===== config.mk =====
export PLATFORM = sky130hd
export DESIGN_NAME = led_anim_sequencer_flat
export DESIGN_NICKNAME = d
export VERILOG_FILES = /design/src/rtl/led_anim_sequencer_pkg.sv /design/src/rtl/led_anim_sequencer_if.sv /design/src/rtl/led_anim_sequencer_tick_gen.sv /design/src/rtl/led_anim_sequencer.sv /design/src/flat_wrapper.sv
export SDC_FILE = /design/constraint.sdc
export NUM_CORES = 1
export LEC_CHECK = 0
export ABC_AREA = 1
export CORE_ASPECT_RATIO = 1.75
export CORE_MARGIN = 10
export CORE_UTILIZATION = 34
export CTS_CLUSTER_DIAMETER = 60
export CTS_CLUSTER_SIZE = 40
export DETAILED_ROUTE_END_ITERATION = 10
export GPL_TIMING_DRIVEN = 0
export PLACE_DENSITY = 0.52
export REMOVE_ABC_BUFFERS = 1
export SYNTH_ARGS = -nofsm -noshare
export SYNTH_HDL_FRONTEND = slang
export SYNTH_SLANG_ARGS = --single-unit
export TNS_END_PERCENT = 5

===== constraint.sdc =====
create_clock -name clk -period 2.2 [get_ports clk]
set_input_delay 0.33 -clock clk [delete_from_list [all_inputs] [get_ports clk]]
set_output_delay 0.33 -clock clk [all_outputs]
set_load 0.01 [all_outputs]

===== src/rtl/led_anim_sequencer_pkg.sv =====
// Shared constants for the LED animation sequencer: playback modes, FSM state codes
// and the all-LEDs-off pattern for the active-low LED bus.
package led_anim_pkg;

  localparam int LED_W_DEF = 7;

  localparam logic [1:0] MODE_LOOP    = 2'b00;
  localparam logic [1:0] MODE_BOUNCE  = 2'b01;
  localparam logic [1:0] MODE_ONESHOT = 2'b10;

  localparam logic [1:0] S_IDLE = 2'd0;
  localparam logic [1:0] S_RUN  = 2'd1;
  localparam logic [1:0] S_DONE = 2'd2;

  localparam logic [LED_W_DEF-1:0] LED_ALL_OFF = {LED_W_DEF{1'b1}};

  // Playback settings captured when a run starts.
  typedef struct packed {
    logic       dir;
    logic [1:0] mode;
  } play_cfg_t;

  // The unused mode code 2'b11 plays back as a plain loop.
  function automatic logic [1:0] norm_mode(input logic [1:0] m);
    norm_mode = (m == 2'b11) ? MODE_LOOP : m;
  endfunction

endpackage


===== src/rtl/led_anim_sequencer_if.sv =====
// Control, status and pattern-ROM signals of the LED animation sequencer.
// master = parent/controller side, slave = the sequencer itself.
interface led_anim_sequencer_if #(
  parameter int ADDR_W = 7,
  parameter int LED_W  = 7
);

  logic              start;
  logic              stop;
  logic              dir;
  logic [1:0]        mode;
  logic [1:0]        speed;
  logic [ADDR_W-1:0] rom_addr;
  logic [LED_W-1:0]  rom_data;
  logic [LED_W-1:0]  led_n;
  logic              busy;
  logic              step_stb;
  logic              done;

  modport master (
    output start, stop, dir, mode, speed, rom_data,
    input  rom_addr, led_n, busy, step_stb, done
  );

  modport slave (
    input  start, stop, dir, mode, speed, rom_data,
    output rom_addr, led_n, busy, step_stb, done
  );

endinterface


===== src/rtl/led_anim_sequencer_tick_gen.sv =====
// Step timebase: a TICK_DIV prescaler followed by a speed sub-counter; step pulses
// once every TICK_DIV << speed cycles while clr is low.
module led_tick_gen #(
  parameter int TICK_DIV = 5_000_000
) (
  input  logic       clk,
  input  logic       rst,
  input  logic       clr,
  input  logic [1:0] speed,
  output logic       step
);

  localparam int PW = (TICK_DIV > 1) ? $clog2(TICK_DIV) : 1;
  localparam logic [PW-1:0] PRESC_LAST = PW'(TICK_DIV - 1);

  logic [PW-1:0] presc_reg;
  logic [2:0]    sub_reg;
  logic [1:0]    speed_reg;
  logic [2:0]    sub_last;
  logic          wrap;

  // Speed is latched at every step boundary, so a change mid-period only
  // affects the period after the next step.
  assign sub_last = 3'((4'd1 << speed_reg) - 4'd1);
  assign wrap     = (presc_reg == PRESC_LAST);
  assign step     = wrap && (sub_reg == sub_last) && !clr;

  always_ff @(posedge clk) begin
    if (rst) begin
      presc_reg <= '0;
      sub_reg   <= '0;
      speed_reg <= '0;
    end else if (clr || step) begin
      presc_reg <= '0;
      sub_reg   <= '0;
      speed_reg <= speed;
    end else if (wrap) begin
      presc_reg <= '0;
      sub_reg   <= sub_reg + 3'd1;
    end else begin
      presc_reg <= presc_reg + PW'(1);
    end
  end

endmodule


===== src/rtl/led_anim_sequencer.sv =====
// LED animation sequencer: walks a step index through the pattern ROM in loop,
// bounce or one-shot order and registers the returned active-low pattern to the LEDs.
module led_anim_sequencer
  import led_anim_pkg::*;
#(
  parameter int TICK_DIV = 5_000_000,
  parameter int ADDR_W   = 7,
  parameter int LED_W    = LED_W_DEF
) (
  input logic                 clk,
  input logic                 rst,
  led_anim_sequencer_if.slave bus
);

  localparam logic [ADDR_W-1:0] ADDR_FIRST = '0;
  localparam logic [ADDR_W-1:0] ADDR_LAST  = '1;

  logic [1:0]        state_reg, state_next;
  logic [ADDR_W-1:0] addr_reg, addr_next;
  play_cfg_t         cfg_reg, cfg_next;
  logic [LED_W-1:0]  led_reg, led_next;
  logic              busy_reg, stb_reg, stb_next, done_reg;

  logic              tick_clr, step, load, run_next, at_end;
  logic [ADDR_W-1:0] addr_fwd, addr_back;

  // Counters are held clear outside RUN and restart on any start/stop pulse.
  assign tick_clr = (state_reg != S_RUN) || bus.start || bus.stop;

  led_tick_gen #(
    .TICK_DIV(TICK_DIV)
  ) u_tick (
    .clk   (clk),
    .rst   (rst),
    .clr   (tick_clr),
    .speed (bus.speed),
    .step  (step)
  );

  // stop only outranks start while running; in IDLE/DONE a start always loads.
  assign load = bus.start && !((state_reg == S_RUN) && bus.stop);

  // "fwd" is one index along the current direction of travel, "back" one against it.
  assign addr_fwd  = cfg_reg.dir ? addr_reg - ADDR_W'(1) : addr_reg + ADDR_W'(1);
  assign addr_back = cfg_reg.dir ? addr_reg + ADDR_W'(1) : addr_reg - ADDR_W'(1);
  assign at_end    = cfg_reg.dir ? (addr_reg == ADDR_FIRST) : (addr_reg == ADDR_LAST);

  always_comb begin
    state_next = state_reg;
    addr_next  = addr_reg;
    cfg_next   = cfg_reg;
    stb_next   = 1'b0;
    if (load) begin
      state_next    = S_RUN;
      addr_next     = bus.dir ? ADDR_LAST : ADDR_FIRST;
      cfg_next.dir  = bus.dir;
      cfg_next.mode = norm_mode(bus.mode);
    end else begin
      case (state_reg)
        S_RUN: begin
          if (bus.stop) begin
            state_next = S_IDLE;
          end else if (step) begin
            case (cfg_reg.mode)
              MODE_BOUNCE: begin
                stb_next = 1'b1;
                if (at_end) begin
                  cfg_next.dir = ~cfg_reg.dir;
                  addr_next    = addr_back;
                end else begin
                  addr_next = addr_fwd;
                end
              end
              MODE_ONESHOT: begin
                if (at_end) begin
                  state_next = S_DONE;
                end else begin
                  addr_next = addr_fwd;
                  stb_next  = 1'b1;
                end
              end
              default: begin
                addr_next = addr_fwd;
                stb_next  = 1'b1;
              end
            endcase
          end
        end
        default: state_next = S_IDLE;
      endcase
    end
  end

  // LEDs follow the ROM only while the machine is (or is entering) RUN.
  assign run_next = (state_next == S_RUN);

  for (genvar gi = 0; gi < LED_W; gi++) begin : g_led
    assign led_next[gi] = run_next ? bus.rom_data[gi] : LED_ALL_OFF[gi];
  end

  always_ff @(posedge clk) begin
    if (rst) begin
      state_reg <= S_IDLE;
      addr_reg  <= '0;
      cfg_reg   <= '0;
      led_reg   <= LED_ALL_OFF;
      busy_reg  <= 1'b0;
      stb_reg   <= 1'b0;
      done_reg  <= 1'b0;
    end else begin
      state_reg <= state_next;
      addr_reg  <= addr_next;
      cfg_reg   <= cfg_next;
      led_reg   <= led_next;
      busy_reg  <= run_next;
      stb_reg   <= stb_next;
      done_reg  <= (state_next == S_DONE);
    end
  end

  assign bus.rom_addr = addr_reg;
  assign bus.led_n    = led_reg;
  assign bus.busy     = busy_reg;
  assign bus.step_stb = stb_reg;
  assign bus.done     = done_reg;

endmodule


===== src/flat_wrapper.sv =====
// flat-port wrapper written by rule: the top's interface ports become plain ports
module led_anim_sequencer_flat import led_anim_pkg::*;
#(
  parameter int TICK_DIV = 5_000_000,
  parameter int ADDR_W   = 7,
  parameter int LED_W    = LED_W_DEF
)
  (clk, rst, bus_start, bus_stop, bus_dir, bus_mode, bus_speed, bus_rom_data, bus_rom_addr, bus_led_n, bus_busy, bus_step_stb, bus_done);
  led_anim_sequencer_if #(.ADDR_W(ADDR_W), .LED_W(LED_W)) bus_i ();
  input logic clk;
  input logic rst;
  input wire logic [$bits(bus_i.start)-1:0] bus_start;
  input wire logic [$bits(bus_i.stop)-1:0] bus_stop;
  input wire logic [$bits(bus_i.dir)-1:0] bus_dir;
  input wire logic [$bits(bus_i.mode)-1:0] bus_mode;
  input wire logic [$bits(bus_i.speed)-1:0] bus_speed;
  input wire logic [$bits(bus_i.rom_data)-1:0] bus_rom_data;
  output wire logic [$bits(bus_i.rom_addr)-1:0] bus_rom_addr;
  output wire logic [$bits(bus_i.led_n)-1:0] bus_led_n;
  output wire logic [$bits(bus_i.busy)-1:0] bus_busy;
  output wire logic [$bits(bus_i.step_stb)-1:0] bus_step_stb;
  output wire logic [$bits(bus_i.done)-1:0] bus_done;
  assign bus_i.start = bus_start;
  assign bus_i.stop = bus_stop;
  assign bus_i.dir = bus_dir;
  assign bus_i.mode = bus_mode;
  assign bus_i.speed = bus_speed;
  assign bus_i.rom_data = bus_rom_data;
  assign bus_rom_addr = bus_i.rom_addr;
  assign bus_led_n = bus_i.led_n;
  assign bus_busy = bus_i.busy;
  assign bus_step_stb = bus_i.step_stb;
  assign bus_done = bus_i.done;
  led_anim_sequencer #(.TICK_DIV(TICK_DIV), .ADDR_W(ADDR_W), .LED_W(LED_W)) u_core (.clk(clk), .rst(rst), .bus(bus_i));
endmodule

==> results of run 1 <==
-- final cells by class --
class / count / area, µm² / share of cell area
Clock buffer: 7 / 153 / 0.0456
Tap cell: 90 / 113 / 0.0336
Sequential cell: 50 / 1000 / 0.300
Inverter: 38 / 150 / 0.0448
Multi-Input combinational cell: 312 / 1590 / 0.475
Timing Repair Buffer: 33 / 330 / 0.0986
Clock inverter: 1 / 8.76 / 0.00261
-- per-stage QoR --
step,instance area (µm²),setup TNS (ns),worst slack (ns),instances
2_1_floorplan,2720,0,0.320,399
3_3_place_gp,3150,-18.03,-0.837,521
3_5_place_dp,3150,-17.26,-0.770,521
4_1_cts,3320,0,0.00970,531
5_1_grt,3350,0,0.0145,531
6_report,3350,0,0.230,531
-- power breakdown --
part | leakage [nW] | internal (mW) | switching, mW
Clock | 0.0801 | 0.486 | 0.341
Sequential | 0.408 | 0.931 | 0.0354
Combinational | 0.817 | 0.128 | 0.161
-- logic make-up (layout without fill, tap and decap cells) --
group	count (synthesis)	in the layout
compound gates	27	27
xor+xnor	14	14
fa+ha+maj	4	4
buf+inv	47	79
flops	50	50
simple gates	266	267
-- per-layer routing --
| layer | up-vias | wire length (µm) | share of wire | track usage |
|---|---|---|---|---|
| met5 | - | 0 | 0 | 0 |
| met3 | 12 | 261 | 0.037 | 0.0216 |
| met1 | 1158 | 2650 | 0.38 | 0.120 |
| met4 | 0 | 172 | 0.025 | 0.0556 |
| met2 | 32 | 3910 | 0.56 | 0.223 |
| li1 | 1356 | - | - | - |
-- cell usage after synthesis (all sizes together) --
library cell and number:
a41oi 1, a21oi 15, nand3b 9, clkinv 1
ha 4, inv 37, clkbuf 3, or2 5
xor2 9, nor2 71, nor3b 5, buf 6
nand3 32, xnor2 5, dfxtp 50, nand4 9
o21bai 1, nand2 127, o21ai 10, nor3 8
-- what timing repair did --
item	in CTS	in global routing
resized for setup	0	10
setup buffers	1	0
cloned	1	0
pin swaps	1	2
endpoints found under the setup margin	23	28
-- worst max-delay path, cell delays in order --
cell and delay (ns):
clkdlybuf4s50_1 0.55, inv_1 0.10, o21ai_4 0.39, inv_1 0.19, nand2_1 0.26, o21ai_0 0.15, nand3_1 0.10, a21oi_1 0.06
-- worst paths after layout --
| path | start | to | depth (start not counted) |
|---|---|---|---|
| max reg2reg | u_core.u_tick.presc_reg[0] | u_core.u_tick.presc_reg[18] | 8 |
| min reg2reg | u_core.u_tick.presc_reg[0] | u_core.u_tick.presc_reg[0] | 1 |
| min | u_core.u_tick.presc_reg[0] | u_core.u_tick.presc_reg[0] | 1 |
| max | bus_stop | u_core.cfg_reg[2] | 8 |
==> summary.txt, run 1 <==
Routing
  – Post-DR wirelength/cell: 13.2 µm
  – Routed Antenna Nets: 0
  – Drt first-iter violations: 56
  – DRC: 0
  – Vias: 2558
  – Via/cell ratio: 4.82
  – First-pass DRT Iterations: 4
  – Routed WL: 7000 µm

GRT
  – Largest net degree at the start of global routing: 17
  – Tot GR Track Use: 0.119
  – Initial antenna violation count: 0
  – Global route overflow: 0
  – First-pass GRT wire length: 11700 µm
  – Vias in the first global route: 2460

Pwr
  – Leak pwr: 1.31 nW
  – Total power: 2.08 mW
  – Pwr Density: 622 mW/mm²
  – Peak VDD IR: 389 µV

Synth
  – Synth area leader: dfxtp_1
  – Top cell type's share of synthesized area: 0.361
  – Post-Synth Simple-Gate Area: 0.452
  – Avg Synthesized Cell Area: 6.79 µm²
  – Synth Area in Adders: 0.0181
  – Synthesized flop and latch total: 50
  – Post-synthesis cell area: 0.00277 mm²
  – Synth warn: 0
  – Synth top area cells: dfxtp_1 (36%), nand2_1 (16%), nor2_1 (8.3%)
  – Post-synthesis compound-gate area fraction: 0.0524
  – Sequential-to-total area share from yosys stat: 0.361
  – Largest family of logic cells by synthesized area: simple AND/OR/NAND/NOR gates
  – Post-synth cell types: 32
  – Xor/xnor share of the synthesized area: 0.0442
  – Mux contribution to synthesized area: 0
  – Synth Instances: 408

Critical path
  – WP data required: 2.36 ns
  – CP Launch Type: primary input
  – Max FO, Critical Path: 13
  – Critical path type: in2reg
  – Reg2Reg Setup Slack: 0.23 ns
  – Critical path arrival: 2.13 ns
  – Critical path endpoint category: flip-flop

Placement
  – PortBufs: 32
  – Gp weighted congestion: 0.913
  – DP HPWL: 5340 µm

Min path
  – Tightest Hold Check Type: reg2reg

Cells and area
  – Commonest non-fill, non-tap cell in the layout: nand2_1
  – Most frequent cells in the layout: nand2_1 (117), nor2_1 (61), dfxtp_1 (47), inv_1 (34), clkdlybuf4s50_1 (31)
  – Area grow syn2layout: 20.9%
  – N_diodes: 0
  – Max reg flops: 23
  – Fill cells: 846
  – Final nets: 460
  – Fin util: 0.421
  – Layout cells sized above 1: 0.104

Clock tree
  – Clock tree from TritonCTS: built
  – Maximum clock insertion buffer count: 2
  – Root buf cell: clkbuf_16
  – Hold buffer count at CTS: 0
  – Insertion delay to the later sink of the worst-skew pair: 0.29 ns
  – CTS sink cnt: 50
  – H-tree level count: 2
  – CTS buffer count: 5
  – Clock transition at path regs: 0.07 ns

Timing
  – F_max: 0.508 GHz
  – Crit path time final: 1.97 ns
  – Unrepaired setup endpoints after global routing: false
  – Max Transition Viols Final: 0
  – Slew HR: 0.606
  – Hold Vio Cnt, Final: 0
  – Worst hold slack: 0.476 ns
  – Clock Skew: 0.00687 ns
  – Worst Tran Pin Value: 0.589 ns
  – Final period util: 0.896
  – Final setup violation count: 0

Run status
  – Status: complete, no violations

Floorplanning
  – I/O pins: 33
  – Die Width: 88.3 µm
  – Die area: 0.0123 mm²
  – Initial Utilization: 0.348
  – Core ar.: 0.00796 mm²
  – Die Ht: 139 µm
  – Core Rows: 43

Run
  – Max-cap violations: 0
No activity file was read; power rests on OpenSTA's default activity.
==> run 2: changes to the inputs <==
--- a/config.mk
+++ b/config.mk
@@ -9,11 +9,13 @@
 export CORE_ASPECT_RATIO = 1.75
 export CORE_MARGIN = 10
 export CORE_UTILIZATION = 34
+export CTS_BUF_LIST = sky130_fd_sc_hd__clkbuf_16
 export CTS_CLUSTER_DIAMETER = 60
 export CTS_CLUSTER_SIZE = 40
 export DETAILED_ROUTE_END_ITERATION = 10
+export DONT_BUFFER_PORTS = 1
 export GPL_TIMING_DRIVEN = 0
-export PLACE_DENSITY = 0.52
+export PLACE_DENSITY = 0.47
 export REMOVE_ABC_BUFFERS = 1
 export SYNTH_ARGS = -nofsm -noshare
 export SYNTH_HDL_FRONTEND = slang
==> run 2 against run 1 <==
Compared with the run above: worst setup slack worse by 0.041 ns; global-route usage is 0.089 points lower; wire length is 0.99% higher; largest cell class unchanged; critical path type is now reg2reg; clock power is 8.3% lower.
==> summary.txt, run 2 (synthesized netlist as in run 1, its figures left out) <==
Run status
  – Status: complete, no violations

Timing
  – F_max: 0.497 GHz
  – Final worst slack: 0.188 ns
  – Final setup violation count: 0
  – Hold Vio Cnt, Final: 0
  – Slew HR: 0.594
  – Crit path time final: 2.01 ns
  – Final period util: 0.914
  – Clock Skew: 0.00817 ns
  – Worst Tran Pin Value: 0.608 ns
  – Worst hold slack: 0.0973 ns
  – Max Transition Viols Final: 0
  – Unrepaired setup endpoints after global routing: false
  – Fin Setup TNS: 0 ns

Routing
  – Drt first-iter violations: 89
  – First-pass DRT Iterations: 6
  – Routed WL: 7070 µm
  – Routed Antenna Nets: 0
  – Via/cell ratio: 4.94
  – Post-DR wirelength/cell: 14.2 µm
  – Vias: 2465
  – DRC: 0

Critical path
  – WP data required: 2.43 ns
  – R2R depth: 11
  – Critical path endpoint category: flip-flop
  – Critical path arrival: 2.24 ns
  – CP max stage cell: dfxtp_2
  – Max FO, Critical Path: 7
  – Reg2Reg Launch Point: u_core.bus.rom_addr[0]
  – Critical path cell sequence: ha_1 -> nand2_1 -> nor2_2 -> nand2_1 -> nand2_1 -> nand2_2 -> nor2_4 -> nand4_1 -> nand2_2 -> nand2_2 -> nand3b_1
  – Reg2Reg Setup Slack: 0.19 ns
  – CP Launch Type: flip-flop
  – Critical path type: reg2reg
  – Largest stage delay, worst path: 0.43 ns
  – R2r endpoint: u_core.bus.led_n[3]

Floorplanning
  – Die area: 0.0123 mm²
  – Die Width: 88.3 µm
  – Core ar.: 0.00796 mm²
  – Die Ht: 139 µm
  – I/O pins: 33
  – Core Rows: 43
  – Initial Utilization: 0.348

Placement
  – Place WS: -0.360 ns
  – DP HPWL: 5350 µm
  – Placed Instance Area: 0.00283 mm²
  – Gp weighted congestion: 0.839
  – PortBufs: 0
  – Post-Place Cells: 489

Cells and area
  – Final instance area: 0.00302 mm²
  – Layout cells sized above 1: 0.112
  – Max reg flops: 23
  – Area of the multi-input gates: 0.00159 mm²
  – Area grow syn2layout: 8.94%
  – Commonest non-fill, non-tap cell in the layout: nand2_1
  – Most frequent cells in the layout: nand2_1 (116), nor2_1 (61), dfxtp_1 (46), inv_1 (35), nand3_1 (30)
  – Register area: 0.00101 mm²
  – Fill cells: 888
  – N_diodes: 0
  – Fin util: 0.379
  – Final Non-Filler Cells: 499
  – Final nets: 428

Clock tree
  – Maximum clock insertion buffer count: 2
  – CTS buffer count: 5
  – Clock tree from TritonCTS: built
  – Root buf cell: clkbuf_16
  – Hold buffer count at CTS: 0
  – CTS sink cnt: 50
  – H-tree level count: 2
  – Insertion delay to the later sink of the worst-skew pair: 0.29 ns
  – Clock transition at path regs: 0.07 ns

Run
  – Max-cap violations: 0

Min path
  – Hold path depth: 1
  – Min-delay src: rst
  – Tightest Hold Check Type: in2reg
  – Endpoint, Worst Hold: u_core.cfg_reg[2]

Pwr
  – Pwr Density: 647 mW/mm²
  – Sw Ratio: 0.270
  – Total power: 1.95 mW
  – Comb pwr share: 0.110
  – P_sw: 0.527 mW
  – Pint: 1.43 mW
  – Peak VDD IR: 464 µV
  – Clock network power share: 0.388
  – Reg power frac: 0.502
  – Leak pwr: 1.17 nW

GRT
  – Initial antenna violation count: 0
  – Global route overflow: 0
  – Vias in the first global route: 2385
  – Tot GR Track Use: 0.118
  – Largest net degree at the start of global routing: 17
  – First-pass GRT wire length: 11500 µm
[run 2: worst max path at each step]
stage                                from                     endpoint  slack (ns)  cells after the start
2_1_floorplan  u_core.u_tick.presc_reg[0]  u_core.u_tick.presc_reg[19]        0.32                      8
3_3_place_gp   u_core.u_tick.presc_reg[0]   u_core.u_tick.presc_reg[2]       -0.27                      8
3_5_place_dp   u_core.u_tick.presc_reg[0]   u_core.u_tick.presc_reg[2]       -0.36                      8
4_1_cts            u_core.bus.rom_addr[0]          u_core.bus.led_n[4]       -0.02                     12
5_1_grt            u_core.bus.rom_addr[0]          u_core.bus.led_n[4]       0.002                     12
6_report           u_core.bus.rom_addr[0]          u_core.bus.led_n[3]        0.19                     11
[run 2: power by group through the flow]
| stage | combinational, mW | sequential (mW) | clock (mW) |
|---|---|---|---|
| global placement | 0.206 | 1.00 | 0 |
| finish | 0.214 | 0.981 | 0.758 |
| global route | 0.249 | 0.986 | 0.821 |
| detailed placement | 0.210 | 1.00 | 0 |
| CTS | 0.215 | 0.981 | 0.793 |
| floorplan | 0.170 | 0.986 | 0 |
[run 2: worst max-delay path, delay by kind of cell, from the launching register on]
kind	cells	cell delay, ns
adders and majority gates	1	0.23
DFF	1	0.43
and+or+nand+nor	10	1.29
[run 2: area by class of cell]
| cell class | instances | share of cell area |
|---|---|---|
| well taps | 90 | 0.0373 |
| multi-input cells | 312 | 0.528 |
| clock inverters | 3 | 0.00539 |
| inverters | 38 | 0.0485 |
| clock buffers | 5 | 0.0414 |
| flip-flops and latches | 50 | 0.333 |
| repair buffers | 1 | 0.00663 |
[run 2: metal layers]
metal  GRT usage  wire length [µm]  share of wire  up-vias
met3      0.0257               265          0.038       10
met4      0.0453               153          0.022        0
met5           0                 0              0        -
met2       0.228              4060           0.57       32
li1            -                 -              -     1300
met1       0.113              2590           0.37     1123
[run 2: repair_timing]
| item | in CTS | in global routing |
|---|---|---|
| setup endpoints to repair | 30 | 27 |
| cloned | 1 | 0 |
| gates resized for setup | 1 | 9 |
| pin swaps | 1 | 1 |
| buffers inserted | 1 | 0 |
